--- config.mk ---
export PLATFORM = sky130hd
export DESIGN_NAME = frame_packer_flat
export DESIGN_NICKNAME = d
export VERILOG_FILES = /design/src/rtl/frame_packer_pkg.sv /design/src/rtl/frame_packer_if.sv /design/src/rtl/fp_skid_fifo.sv /design/src/rtl/frame_packer.sv /design/src/flat_wrapper.sv
export SDC_FILE = /design/constraint.sdc
export NUM_CORES = 1
export LEC_CHECK = 0
export BUFFER_PORTS_ARGS = -buffer_cell sky130_fd_sc_hd__clkbuf_2
export CAP_MARGIN = 20
export CORE_ASPECT_RATIO = 0.7
export CORE_MARGIN = 8
export CORE_UTILIZATION = 50
export CTS_BUF_LIST = sky130_fd_sc_hd__clkbuf_8
export DETAILED_ROUTE_END_ITERATION = 8
export PLACE_DENSITY = 0.75
export SLEW_MARGIN = 30
export SYNTH_ARGS = -nofsm -noshare
export SYNTH_HDL_FRONTEND = slang
export SYNTH_SLANG_ARGS = --single-unit
--- constraint.sdc ---
create_clock -name clk -period 7.4 [get_ports clk]
set_input_delay 0.37 -clock clk [delete_from_list [all_inputs] [get_ports clk]]
set_output_delay 0.37 -clock clk [all_outputs]
set_load 0.005 [all_outputs]
--- src/rtl/frame_packer_pkg.sv ---
// Shared constants, header layout and FSM encodings for the frame packer.
// Also provides the channel-walk helper used by the top.
package frame_packer_pkg;

    localparam logic [31:0] MAGIC_DEFAULT = 32'hF0AA550F;
    localparam int unsigned HDR_WORDS     = 4;
    localparam int unsigned WORD_W        = 32;
    localparam int unsigned MAX_CHN       = 8;

    localparam int unsigned W2_HLEN_LSB    = 0;
    localparam int unsigned W2_MASK_LSB    = 8;
    localparam int unsigned W2_PAYLOAD_LSB = 16;

    localparam logic [1:0] ST_IDLE  = 2'd0;
    localparam logic [1:0] ST_HDR   = 2'd1;
    localparam logic [1:0] ST_DATA  = 2'd2;
    localparam logic [1:0] ST_DRAIN = 2'd3;

    // Lowest set channel at or above 'from'; bit 3 set means none left.
    function automatic logic [3:0] next_chn(input logic [MAX_CHN-1:0] mask,
                                            input int unsigned from);
        logic [3:0] res;
        res = 4'h8;
        for (int unsigned n = MAX_CHN; n > 0; n--) begin
            if (mask[n-1] && ((n - 1) >= from)) begin
                res = 4'(n - 1);
            end
        end
        return res;
    endfunction

endpackage

--- src/rtl/frame_packer_if.sv ---
// Valid/ready output word stream from the frame packer to the host transport.
interface frame_packer_if;
    import frame_packer_pkg::*;

    logic [WORD_W-1:0] out_data;
    logic              out_vld;
    logic              out_rdy;

    modport master (output out_data, output out_vld, input out_rdy);
    modport slave  (input out_data, input out_vld, output out_rdy);

endinterface

--- src/rtl/fp_skid_fifo.sv ---
// Two-entry output FIFO; head word is held stable until popped.
module fp_skid_fifo #(
    parameter int unsigned DATA_W = 32
) (
    input  logic              clk,
    input  logic              rst_n,
    input  logic              push_i,
    input  logic [DATA_W-1:0] push_data_i,
    input  logic              pop_i,
    output logic [DATA_W-1:0] data_o,
    output logic [1:0]        count_o
);

    logic [DATA_W-1:0] mem_q [2];
    logic              rd_ptr_q;
    logic              wr_ptr_q;
    logic [1:0]        count_q;

    always_ff @(posedge clk or negedge rst_n) begin
        if (!rst_n) begin
            mem_q[0] <= '0;
            mem_q[1] <= '0;
            rd_ptr_q <= 1'b0;
            wr_ptr_q <= 1'b0;
            count_q  <= '0;
        end else begin
            if (push_i) begin
                mem_q[wr_ptr_q] <= push_data_i;
                wr_ptr_q        <= ~wr_ptr_q;
            end
            if (pop_i) begin
                rd_ptr_q <= ~rd_ptr_q;
            end
            count_q <= count_q + {1'b0, push_i} - {1'b0, pop_i};
        end
    end

    assign data_o  = mem_q[rd_ptr_q];
    assign count_o = count_q;

endmodule

--- src/rtl/frame_packer.sv ---
// Frame packer: snapshots channel counts on i_complite, emits a 4-word header,
// then streams every enabled non-empty channel buffer through a skid FIFO.
module frame_packer
    import frame_packer_pkg::*;
#(
    parameter int unsigned CHN_COUNT = 4,
    parameter int unsigned ADDR_W    = 8,
    parameter int unsigned DATA_W    = 32,
    parameter logic [31:0] MAGIC     = MAGIC_DEFAULT
) (
    input  logic                          clk,
    input  logic                          rst_n,
    input  logic                          i_complite,
    input  logic [CHN_COUNT-1:0]          i_chn_en,
    input  logic [CHN_COUNT*ADDR_W-1:0]   i_data_len,
    input  logic [31:0]                   i_timestamp,
    output logic [2:0]                    o_rd_chn,
    output logic [ADDR_W-1:0]             o_rd_addr,
    input  logic [CHN_COUNT*DATA_W-1:0]   i_rd_data,
    frame_packer_if.master                out_if,
    output logic                          o_frame_ready,
    output logic [15:0]                   o_frame_size,
    output logic                          o_frame_done,
    output logic                          o_overrun
);

    logic [1:0]        state_q, state_d;
    logic [ADDR_W-1:0] eff_len_q [MAX_CHN];
    logic [MAX_CHN-1:0] mask_q;
    logic [31:0]       ts_q;
    logic [31:0]       frame_cnt_q;
    logic [15:0]       frame_size_q;
    logic              frame_ready_q;
    logic [1:0]        hdr_idx_q;
    logic [2:0]        chn_q;
    logic [ADDR_W-1:0] addr_q;
    logic              inflight_q;
    logic              inflight_hdr_q;
    logic [2:0]        inflight_idx_q;

    logic [MAX_CHN*ADDR_W-1:0] len_pad;
    logic [MAX_CHN*DATA_W-1:0] rd_pad;
    logic [MAX_CHN-1:0]        en_pad;
    logic [MAX_CHN-1:0]        mask_new;
    logic [ADDR_W-1:0]         len_new [MAX_CHN];
    logic [15:0]               payload_new;
    logic [3:0]                first_chn;
    logic [3:0]                nxt_chn;

    logic              vld, pop, push, can_issue, hdr_issue, dat_issue, last_addr, done;
    logic [2:0]        occ;
    logic [1:0]        fifo_count;
    logic [DATA_W-1:0] fifo_data, push_data;
    logic [31:0]       w2, hdr_word;

    always_comb begin
        len_pad     = (MAX_CHN*ADDR_W)'(i_data_len);
        en_pad      = MAX_CHN'(i_chn_en);
        payload_new = '0;
        for (int unsigned k = 0; k < MAX_CHN; k++) begin
            len_new[k]  = en_pad[k] ? len_pad[k*ADDR_W +: ADDR_W] : '0;
            mask_new[k] = (len_new[k] != '0);
            payload_new = payload_new + 16'(len_new[k]);
        end
        first_chn = next_chn(mask_new, 0);
        nxt_chn   = next_chn(mask_q, 32'(chn_q) + 1);
    end

    // Header words and RAM reads share one issue slot; each lands in the FIFO
    // one cycle after issue, so the occupancy rule covers both uniformly.
    always_comb begin
        vld       = (fifo_count != 2'd0);
        pop       = vld && out_if.out_rdy;
        push      = inflight_q;
        occ       = 3'(fifo_count) + 3'(inflight_q);
        can_issue = (occ < (3'd2 + 3'(pop)));
        hdr_issue = (state_q == ST_HDR) && can_issue;
        dat_issue = (state_q == ST_DATA) && can_issue;
        last_addr = (addr_q == (eff_len_q[chn_q] - ADDR_W'(1)));
        done      = (state_q == ST_DRAIN) && pop && (fifo_count == 2'd1) && !inflight_q;
    end

    always_comb begin
        w2 = '0;
        w2[W2_PAYLOAD_LSB +: 16] = frame_size_q - 16'(HDR_WORDS);
        w2[W2_MASK_LSB +: 8]     = 8'(mask_q);
        w2[W2_HLEN_LSB +: 8]     = 8'(HDR_WORDS);
        case (inflight_idx_q[1:0])
            2'd0:    hdr_word = MAGIC;
            2'd1:    hdr_word = frame_cnt_q;
            2'd2:    hdr_word = w2;
            default: hdr_word = ts_q;
        endcase
        rd_pad    = (MAX_CHN*DATA_W)'(i_rd_data);
        push_data = inflight_hdr_q ? DATA_W'(hdr_word)
                                   : rd_pad[inflight_idx_q*DATA_W +: DATA_W];
    end

    always_comb begin
        state_d = state_q;
        case (state_q)
            ST_IDLE:  if (i_complite) state_d = ST_HDR;
            ST_HDR:   if (hdr_issue && (hdr_idx_q == 2'd3))
                          state_d = (mask_q != '0) ? ST_DATA : ST_DRAIN;
            ST_DATA:  if (dat_issue && last_addr && nxt_chn[3]) state_d = ST_DRAIN;
            default:  if (done) state_d = ST_IDLE;
        endcase
    end

    always_ff @(posedge clk or negedge rst_n) begin
        if (!rst_n) begin
            state_q        <= ST_IDLE;
            for (int unsigned k = 0; k < MAX_CHN; k++) eff_len_q[k] <= '0;
            mask_q         <= '0;
            ts_q           <= '0;
            frame_cnt_q    <= '0;
            frame_size_q   <= '0;
            frame_ready_q  <= 1'b0;
            hdr_idx_q      <= '0;
            chn_q          <= '0;
            addr_q         <= '0;
            inflight_q     <= 1'b0;
            inflight_hdr_q <= 1'b0;
            inflight_idx_q <= '0;
        end else begin
            state_q    <= state_d;
            inflight_q <= hdr_issue || dat_issue;
            if (hdr_issue || dat_issue) begin
                inflight_hdr_q <= hdr_issue;
                inflight_idx_q <= hdr_issue ? {1'b0, hdr_idx_q} : chn_q;
            end
            case (state_q)
                ST_IDLE: if (i_complite) begin
                    for (int unsigned k = 0; k < MAX_CHN; k++) eff_len_q[k] <= len_new[k];
                    mask_q        <= mask_new;
                    ts_q          <= i_timestamp;
                    frame_size_q  <= payload_new + 16'(HDR_WORDS);
                    frame_ready_q <= 1'b1;
                    hdr_idx_q     <= '0;
                    chn_q         <= first_chn[2:0];
                    addr_q        <= '0;
                end
                ST_HDR: if (hdr_issue) hdr_idx_q <= hdr_idx_q + 2'd1;
                ST_DATA: if (dat_issue) begin
                    if (last_addr) begin
                        chn_q  <= nxt_chn[2:0];
                        addr_q <= '0;
                    end else begin
                        addr_q <= addr_q + ADDR_W'(1);
                    end
                end
                default: ;
            endcase
            if (push && inflight_hdr_q && (inflight_idx_q[1:0] == 2'd3)) begin
                frame_cnt_q <= frame_cnt_q + 32'd1;
            end
            if (done) frame_ready_q <= 1'b0;
        end
    end

    fp_skid_fifo #(.DATA_W(DATA_W)) u_skid (
        .clk         (clk),
        .rst_n       (rst_n),
        .push_i      (push),
        .push_data_i (push_data),
        .pop_i       (pop),
        .data_o      (fifo_data),
        .count_o     (fifo_count)
    );

    assign out_if.out_data = WORD_W'(fifo_data);
    assign out_if.out_vld  = vld;
    assign o_rd_chn        = chn_q;
    assign o_rd_addr       = addr_q;
    assign o_frame_ready   = frame_ready_q;
    assign o_frame_size    = frame_size_q;
    assign o_frame_done    = done;
    assign o_overrun       = i_complite && (state_q != ST_IDLE);

endmodule
--- src/flat_wrapper.sv ---
// flat-port wrapper written by rule: the top's interface ports become plain ports
module frame_packer_flat import frame_packer_pkg::*;
#(
    parameter int unsigned CHN_COUNT = 4,
    parameter int unsigned ADDR_W    = 8,
    parameter int unsigned DATA_W    = 32,
    parameter logic [31:0] MAGIC     = MAGIC_DEFAULT
)
  (clk, rst_n, i_complite, i_chn_en, i_data_len, i_timestamp, o_rd_chn, o_rd_addr, i_rd_data, o_frame_ready, o_frame_size, o_frame_done, o_overrun, out_if_out_data, out_if_out_vld, out_if_out_rdy);
  frame_packer_if out_if_i ();
  input  logic clk;
  input  logic rst_n;
  input  logic i_complite;
  input  logic [CHN_COUNT-1:0] i_chn_en;
  input  logic [CHN_COUNT*ADDR_W-1:0] i_data_len;
  input  logic [31:0] i_timestamp;
  output logic [2:0] o_rd_chn;
  output logic [ADDR_W-1:0] o_rd_addr;
  input  logic [CHN_COUNT*DATA_W-1:0] i_rd_data;
  output logic o_frame_ready;
  output logic [15:0] o_frame_size;
  output logic o_frame_done;
  output logic o_overrun;
  output wire logic [$bits(out_if_i.out_data)-1:0] out_if_out_data;
  output wire logic [$bits(out_if_i.out_vld)-1:0] out_if_out_vld;
  input wire logic [$bits(out_if_i.out_rdy)-1:0] out_if_out_rdy;
  assign out_if_out_data = out_if_i.out_data;
  assign out_if_out_vld = out_if_i.out_vld;
  assign out_if_i.out_rdy = out_if_out_rdy;
  frame_packer #(.CHN_COUNT(CHN_COUNT), .ADDR_W(ADDR_W), .DATA_W(DATA_W), .MAGIC(MAGIC)) u_core (.clk(clk), .rst_n(rst_n), .i_complite(i_complite), .i_chn_en(i_chn_en), .i_data_len(i_data_len), .i_timestamp(i_timestamp), .o_rd_chn(o_rd_chn), .o_rd_addr(o_rd_addr), .i_rd_data(i_rd_data), .out_if(out_if_i), .o_frame_ready(o_frame_ready), .o_frame_size(o_frame_size), .o_frame_done(o_frame_done), .o_overrun(o_overrun));
endmodule
* Word-level counts from Yosys, hierarchy flattened
Cells that the tools add are included.
** Storage, ports and cells
- Word-level logic and storage cells :: 148
- Flip-flop bits (word level) :: 205
- Input bits :: 200
** Cells by class
- Shift operators :: 1
- Reduce and logical (&&, ||, !) cells :: 39
- Muxes and demuxes :: 44
- Magnitude comparators :: 9
- Eq/ne operators :: 15
- Bitwise operators :: 5
- Add/sub/neg operators :: 14
** Operators by type and width (number)
- 256-bit by 9-bit indexed part select with 32-bit output :: 1
- 32-bit two-way mux :: 5
- 32-bit case mux with 3 select lines :: 1
- 8-bit two-way mux :: 9
- 64-bit bitwise mux :: 1
- 1-bit by 32-bit greater-or-equal comparator with 1-bit output (first input constant) :: 2
- 2-bit by 32-bit greater-or-equal comparator with 1-bit output (first input constant) :: 2
- 8-bit nonzero test :: 5
- 16-bit by 8-bit adder with 16-bit output :: 2
- 32-bit by 1-bit adder with 32-bit output (second input constant) :: 1
- 32-bit demux with 1-bit select :: 1
- 8-bit binary-select mux with 3-bit select :: 1
- 3-bit two-way mux :: 7
- 1-bit logical AND :: 17
- 16-bit by 3-bit adder with 16-bit output (second input constant) :: 1
- 4-bit two-way mux :: 4
- 8-bit case mux with 2 select lines :: 1
- 16-bit by 3-bit subtractor with 16-bit output (second input constant) :: 1
- 2-bit two-way mux :: 7
- 2-bit nonzero test :: 6
- 2-bit == test (second input constant) :: 5
- 8-bit by 8-bit adder with 9-bit output :: 1
- 8-bit by 1-bit adder with 8-bit output (second input constant) :: 1
- 8-bit == test :: 1
- other kinds (28) :: 44

* Depth between registers and ports, before layout
- Word-level depth :: 10
- Depth in mapped cells :: 17
- Depth with buffers taken out :: 17

* By module
From an unflattened synthesis, not the netlist that was laid out.
** Second synthesis, totals
- Cells, all modules :: 989
- Area total of the unflattened synthesis :: 11752.5 sq um
** By module, submodules not included
- frame_packer :: area an instance 8665.8 sq um, cells an instance 804, instances 1
- fp_skid_fifo :: area an instance 3086.7 sq um, cells an instance 185, instances 1

* Worst setup path after synthesis
No wires, ideal clock.
- Path kind :: input-to-reg
- Start point :: in i_chn_en[1]
- End point :: reg u_core.frame_size_q[10] (netlist: u_core.o_frame_size[10])
- Setup slack :: 3.653 ns
- Arrival time :: 3.613 ns
- Setup time :: 0.134 ns
- Cell stages on the path :: 16
- Cells stage by stage :: and2_1 > ha_1 > fa_1 > inv_1 > fa_1 > fa_1 > inv_1 > ha_1 > fa_1 > a21o_1 > a21oi_1 > o21bai_1 > a21oi_1 > nor2_1 > o21ai_0 > o21ai_0
** On the way
- Cells in the longest elaborated chain, start to end :: 5
** Ends and longest elaborated chain
- from (decl) :: line flat_wrapper.sv:14 : input logic [CHN_COUNT-1:0] i_chn_en;
- 8-bit two-way mux :: line frame_packer.sv:61 : len_new[k] = en_pad[k] ? len_pad[k*ADDR_W +: ADDR_W] : '0;
- 8-bit by 8-bit adder with 9-bit output :: line frame_packer.sv:63 : payload_new = payload_new + 16'(len_new[k]);
- 16-bit by 8-bit adder with 16-bit output (2 in series) :: line frame_packer.sv:63
- 16-bit by 3-bit adder with 16-bit output :: line frame_packer.sv:137 : frame_size_q <= payload_new + 16'(HDR_WORDS);
- to (signal assigned) :: line frame_packer.sv:137
- to (decl) :: line frame_packer.sv:32 : logic [15:0] frame_size_q;
Every way passes these cells.
A chain may end at the register's enable or synchronous reset.

==> flow_summary.toml <==
[sta]
setup_slack_ns = 3.68
report.final.hold_viol_count = 0
slew_headroom_pct = 35.5
rsz0062_at_grt = "false"
fin_tns_setup_ns = 0
tightest_slew_ns = 0.968
min_period_ns = 3.72
clock.fmax_ghz = 0.269
clock_skew_ns = 0.0198
slew_violations = 0
setup_viol = 0
period_share_pct = 50.3

[route]
drc = 0
wl_per_cell_um = 20.9
vias_per_cell = 5.68
wl_mm = 34.1
via_count = 9283
drt_iter0_drc = 810
dr.pass1.iters = 5
ant_nets = 0

[floorplan]
io_pins = 263
die-area_um2 = 28300
die_x_um = 198
die_y_um = 143
rows = 46
start_util_pct = 51.0
coreArea_um2 = 22700

[critical_path]
rrSetupSlack_ns = 3.70
cp_cell_sequence = "clkbuf_2 > and2_1 > ha_1 > fa_1 > a21o_1 > a21oi_1 > xnor2_1 > fa_1 > ha_1 > ha_1 > a21o_1 > a21oi_1 > o21bai_1 > a21oi_1 > nor2_1 > o21ai_0 > o21ai_0"
r2r-start = "u_core.o_rd_chn[0]$_DFFE_PN0P_"
worstSetupPathDepth = 17
slowest_stage = "fa_1"
endpoint = "u_core.o_frame_size[10]$_DFFE_PN0P_"
cp.required_ns = 7.74
cp_top_family = "adder cells"
cp.arrival_ns = 4.06
worst-path-buf-inv = 1
worstSetupStartpointType = "input port"
path_class = "input port to flop"
critPathMaxFanout = 9
rr_endpoint = "u_core.state_q[0]$_DFFE_PN0P_"
cpPeakStageDelay_ns = 0.45
end_kind = "flop"
ff2ff_path_depth = 9
critPathLaunch = "i_chn_en[1]"

[logic_synthesis]
synth.avg_cell_area_um2 = 10.6
yosysUniqueCellTypes = 56
synthCells = 1090
synth_edf_count = 0
ys_ff_latch = 198
syn_area_um2 = 11600
yosys_warnings = 0
async_reset_ff_share_pct = 100
synthFlopType = "dfrtp_1"
ys_seq_area_share_pct = 42.8

[placed_design]
gp_congestion = 0.920
pre_cts_slack_ns = 3.21
port_buffers = 256
hpwl_mm = 26.1

[outcome]
status = "complete, no violations"

[clocking]
clkLatencyLatePin_ns = 0.49
cts.clk_slew.worst_paths_ns = 0.10
cts.sinks = 198
cts_hold_buf = 1
post_cts_resized = 0
post-cts-setup-buffers = 0
htreeDepth = 4
cts_buffers = 17
root_buffer = "clkbuf_8"
cts_tree = "done"
cts.path.max_buffers = 2

[min_path]
hold_class = "input port to flop"

[layout]
drive_gt1_share_pct = 34.9
nets = 1555
fill_cells = 1925
area_growth_pct = 17.3

[pwr]
cellLeakagePower_nw = 6.44
max-vdd-ir-drop_mv = 0.202
power.density_nw_per_um2 = 393
power_mw = 5.33

[global_routing]
grt_pass1_wl_mm = 52.2
grt.overflow.total = 0
antenna_found_initial = 1
grt_pass1_vias = 9182
track_usage_pct = 24.0
grt_max_degree = 126

[job]
cap_violations = 0
-- through the flow --
step / instances / area, um^2 / util, % / hold WS (ns)
after floorplan: 1095 / 11600 / - / 0.0744
after global placement: 1600 / 13000 / 57.5 / 0.455
after detailed placement: 1600 / 13100 / 57.6 / 0.423
after CTS: 1631 / 13500 / 59.7 / 0.0808
after global routing: 1633 / 13600 / 59.8 / 0.0830
final: 1633 / 13600 / 59.8 / 0.103
-- metal layers --
layer  track usage [%]  part of all wire (%)  vias to the layer above
li1                  -                     -                     4295
met1              35.7                    46                     4597
met2              33.9                    43                      361
met3              6.78                   9.5                       30
met4              6.07                   1.3                        0
met5                 0                     0                        -
-- worst register-to-register path: cells and delay by family, from the launching register on --
| family | cells | cell delay (ns) |
|---|---|---|
| AOI/OAI and AO/OA | 3 | 1.20 |
| muxes | 2 | 0.98 |
| DFF | 1 | 0.83 |
| adders and majority gates | 1 | 0.22 |
| and+or+nand+nor | 1 | 0.15 |
| xor gates and xnor gates | 1 | 0.11 |
| buffers and inverters | 1 | 0.08 |
-- cell families after synthesis --
logic type / after synthesis / synth area share [%]
other: 1 / 0.0324
AO/OA/AOI/OAI: 202 / 10.2
XOR/XNOR: 62 / 4.69
AND/OR/NAND/NOR: 312 / 12.8
flip-flops: 198 / 42.8
buffers and inverters: 99 / 3.47
adder cells (fa/ha/maj): 46 / 5.62
multiplexers: 170 / 20.4
-- sequential cells by signal, indices dropped and copies added (netlist names), 4 cells and up --
register / flops
u_core.ts_q: 32
u_core.mask_q: 4
u_core.o_rd_addr: 8
u_core.u_skid.mem_q: 64
u_core.o_frame_size: 11
u_core.frame_cnt_q: 32
u_core.eff_len_q: 32
-- how the worst min path moves through the flow --
| stage | startpoint | to | slack, ns | depth (start not counted) |
|---|---|---|---|---|
| 2_1_floorplan | rst_n | u_core.eff_len_q[32]$_DFFE_PN0P_ | 0.07 | 0 |
| 3_3_place_gp | u_core.u_skid.mem_q[5]$_DFFE_PN0P_ | u_core.u_skid.mem_q[5]$_DFFE_PN0P_ | 0.45 | 2 |
| 3_5_place_dp | rst_n | u_core.ts_q[10]$_DFFE_PN0P_ | 0.42 | 1 |
| 4_1_cts | i_timestamp[13] | u_core.ts_q[13]$_DFFE_PN0P_ | 0.08 | 2 |
| 5_1_grt | i_timestamp[11] | u_core.ts_q[11]$_DFFE_PN0P_ | 0.08 | 2 |
| 6_report | i_timestamp[7] | u_core.ts_q[7]$_DFFE_PN0P_ | 0.10 | 2 |
-- report_power, final --
| part | switching, mW | internal (mW) |
|---|---|---|
| Sequential | 0.390 | 1.51 |
| Clock | 0.394 | 0.419 |
| Combinational | 1.40 | 1.21 |
| Total | 2.19 | 3.14 |
-- cells in the final DEF, fill, tap and decap left out, types with 4 or more instances in the layout --
| cell type | instances |
|---|---|
| nand2b_1 | 8 |
| xnor2_1 | 43 |
| o21ai_0 | 112 |
| a22oi_1 | 11 |
| a21o_1 | 6 |
| o21bai_1 | 5 |
| bufinv_16 | 5 |
| a211oi_1 | 8 |
| mux2i_1 | 14 |
| or3_1 | 4 |
| fa_1 | 10 |
| and2_1 | 28 |
| xor2_1 | 19 |
| nand3_1 | 17 |
| nand2_1 | 143 |
| or2_2 | 6 |
| clkbuf_8 | 19 |
| nand4_1 | 7 |
| mux4_2 | 41 |
| buf_4 | 4 |
| and3_1 | 9 |
| nor3b_1 | 5 |
| nor2b_1 | 8 |
| dfrtp_1 | 196 |
| nor2_1 | 43 |
| nor4_1 | 6 |
| mux2_1 | 4 |
| or4_1 | 10 |
| ha_1 | 36 |
| conb_1 | 6 |
| nor3_1 | 8 |
| clkbuf_2 | 255 |
| a21oi_1 | 37 |
| mux2_2 | 111 |
| inv_1 | 31 |
| o22ai_1 | 5 |
-- final cells by class --
class	count	area, um^2	share of cell area, %
inverter	31	116	0.857
timing repair buffer	263	1380	10.2
clock inverter	11	195	1.44
tap	312	390	2.88
sequential	198	4960	36.5
multi-input combinational	798	6260	46.2
clock buffer	19	262	1.93
antenna	1	2.50	0.0184
-- cells in the mapped netlist (all sizes together), types with 2 or more instances --
| library cell | n | area [um^2] |
|---|---|---|
| clkbuf | 47 | 176 |
| a31oi | 3 | 18.8 |
| mux2i | 14 | 140 |
| nor3b | 5 | 37.5 |
| nand3 | 17 | 85.1 |
| a21oi | 37 | 185 |
| a21o | 6 | 45.0 |
| ha | 36 | 450 |
| nand4 | 7 | 43.8 |
| a22oi | 11 | 82.6 |
| or3 | 4 | 25.0 |
| mux4 | 41 | 923 |
| a221oi | 3 | 26.3 |
| and2 | 28 | 175 |
| dfrtp | 198 | 4950 |
| o21bai | 5 | 37.5 |
| nor3 | 8 | 40.0 |
| a211oi | 8 | 60.1 |
| o41ai | 2 | 36.3 |
| mux2 | 115 | 1290 |
| xor2 | 19 | 166 |
| and3 | 9 | 56.3 |
| nand2 | 146 | 551 |
| nor2 | 43 | 161 |
| nor4 | 8 | 56.3 |
| xnor2 | 43 | 377 |
| nand2b | 10 | 65.1 |
| or2 | 6 | 37.5 |
| inv | 31 | 116 |
| or4 | 10 | 75.1 |
| fa | 10 | 200 |
| buf | 21 | 109 |
| o22ai | 5 | 31.3 |
| o21ai | 112 | 561 |
| nor2b | 8 | 50.1 |
(Power assumes the default switching activity.)
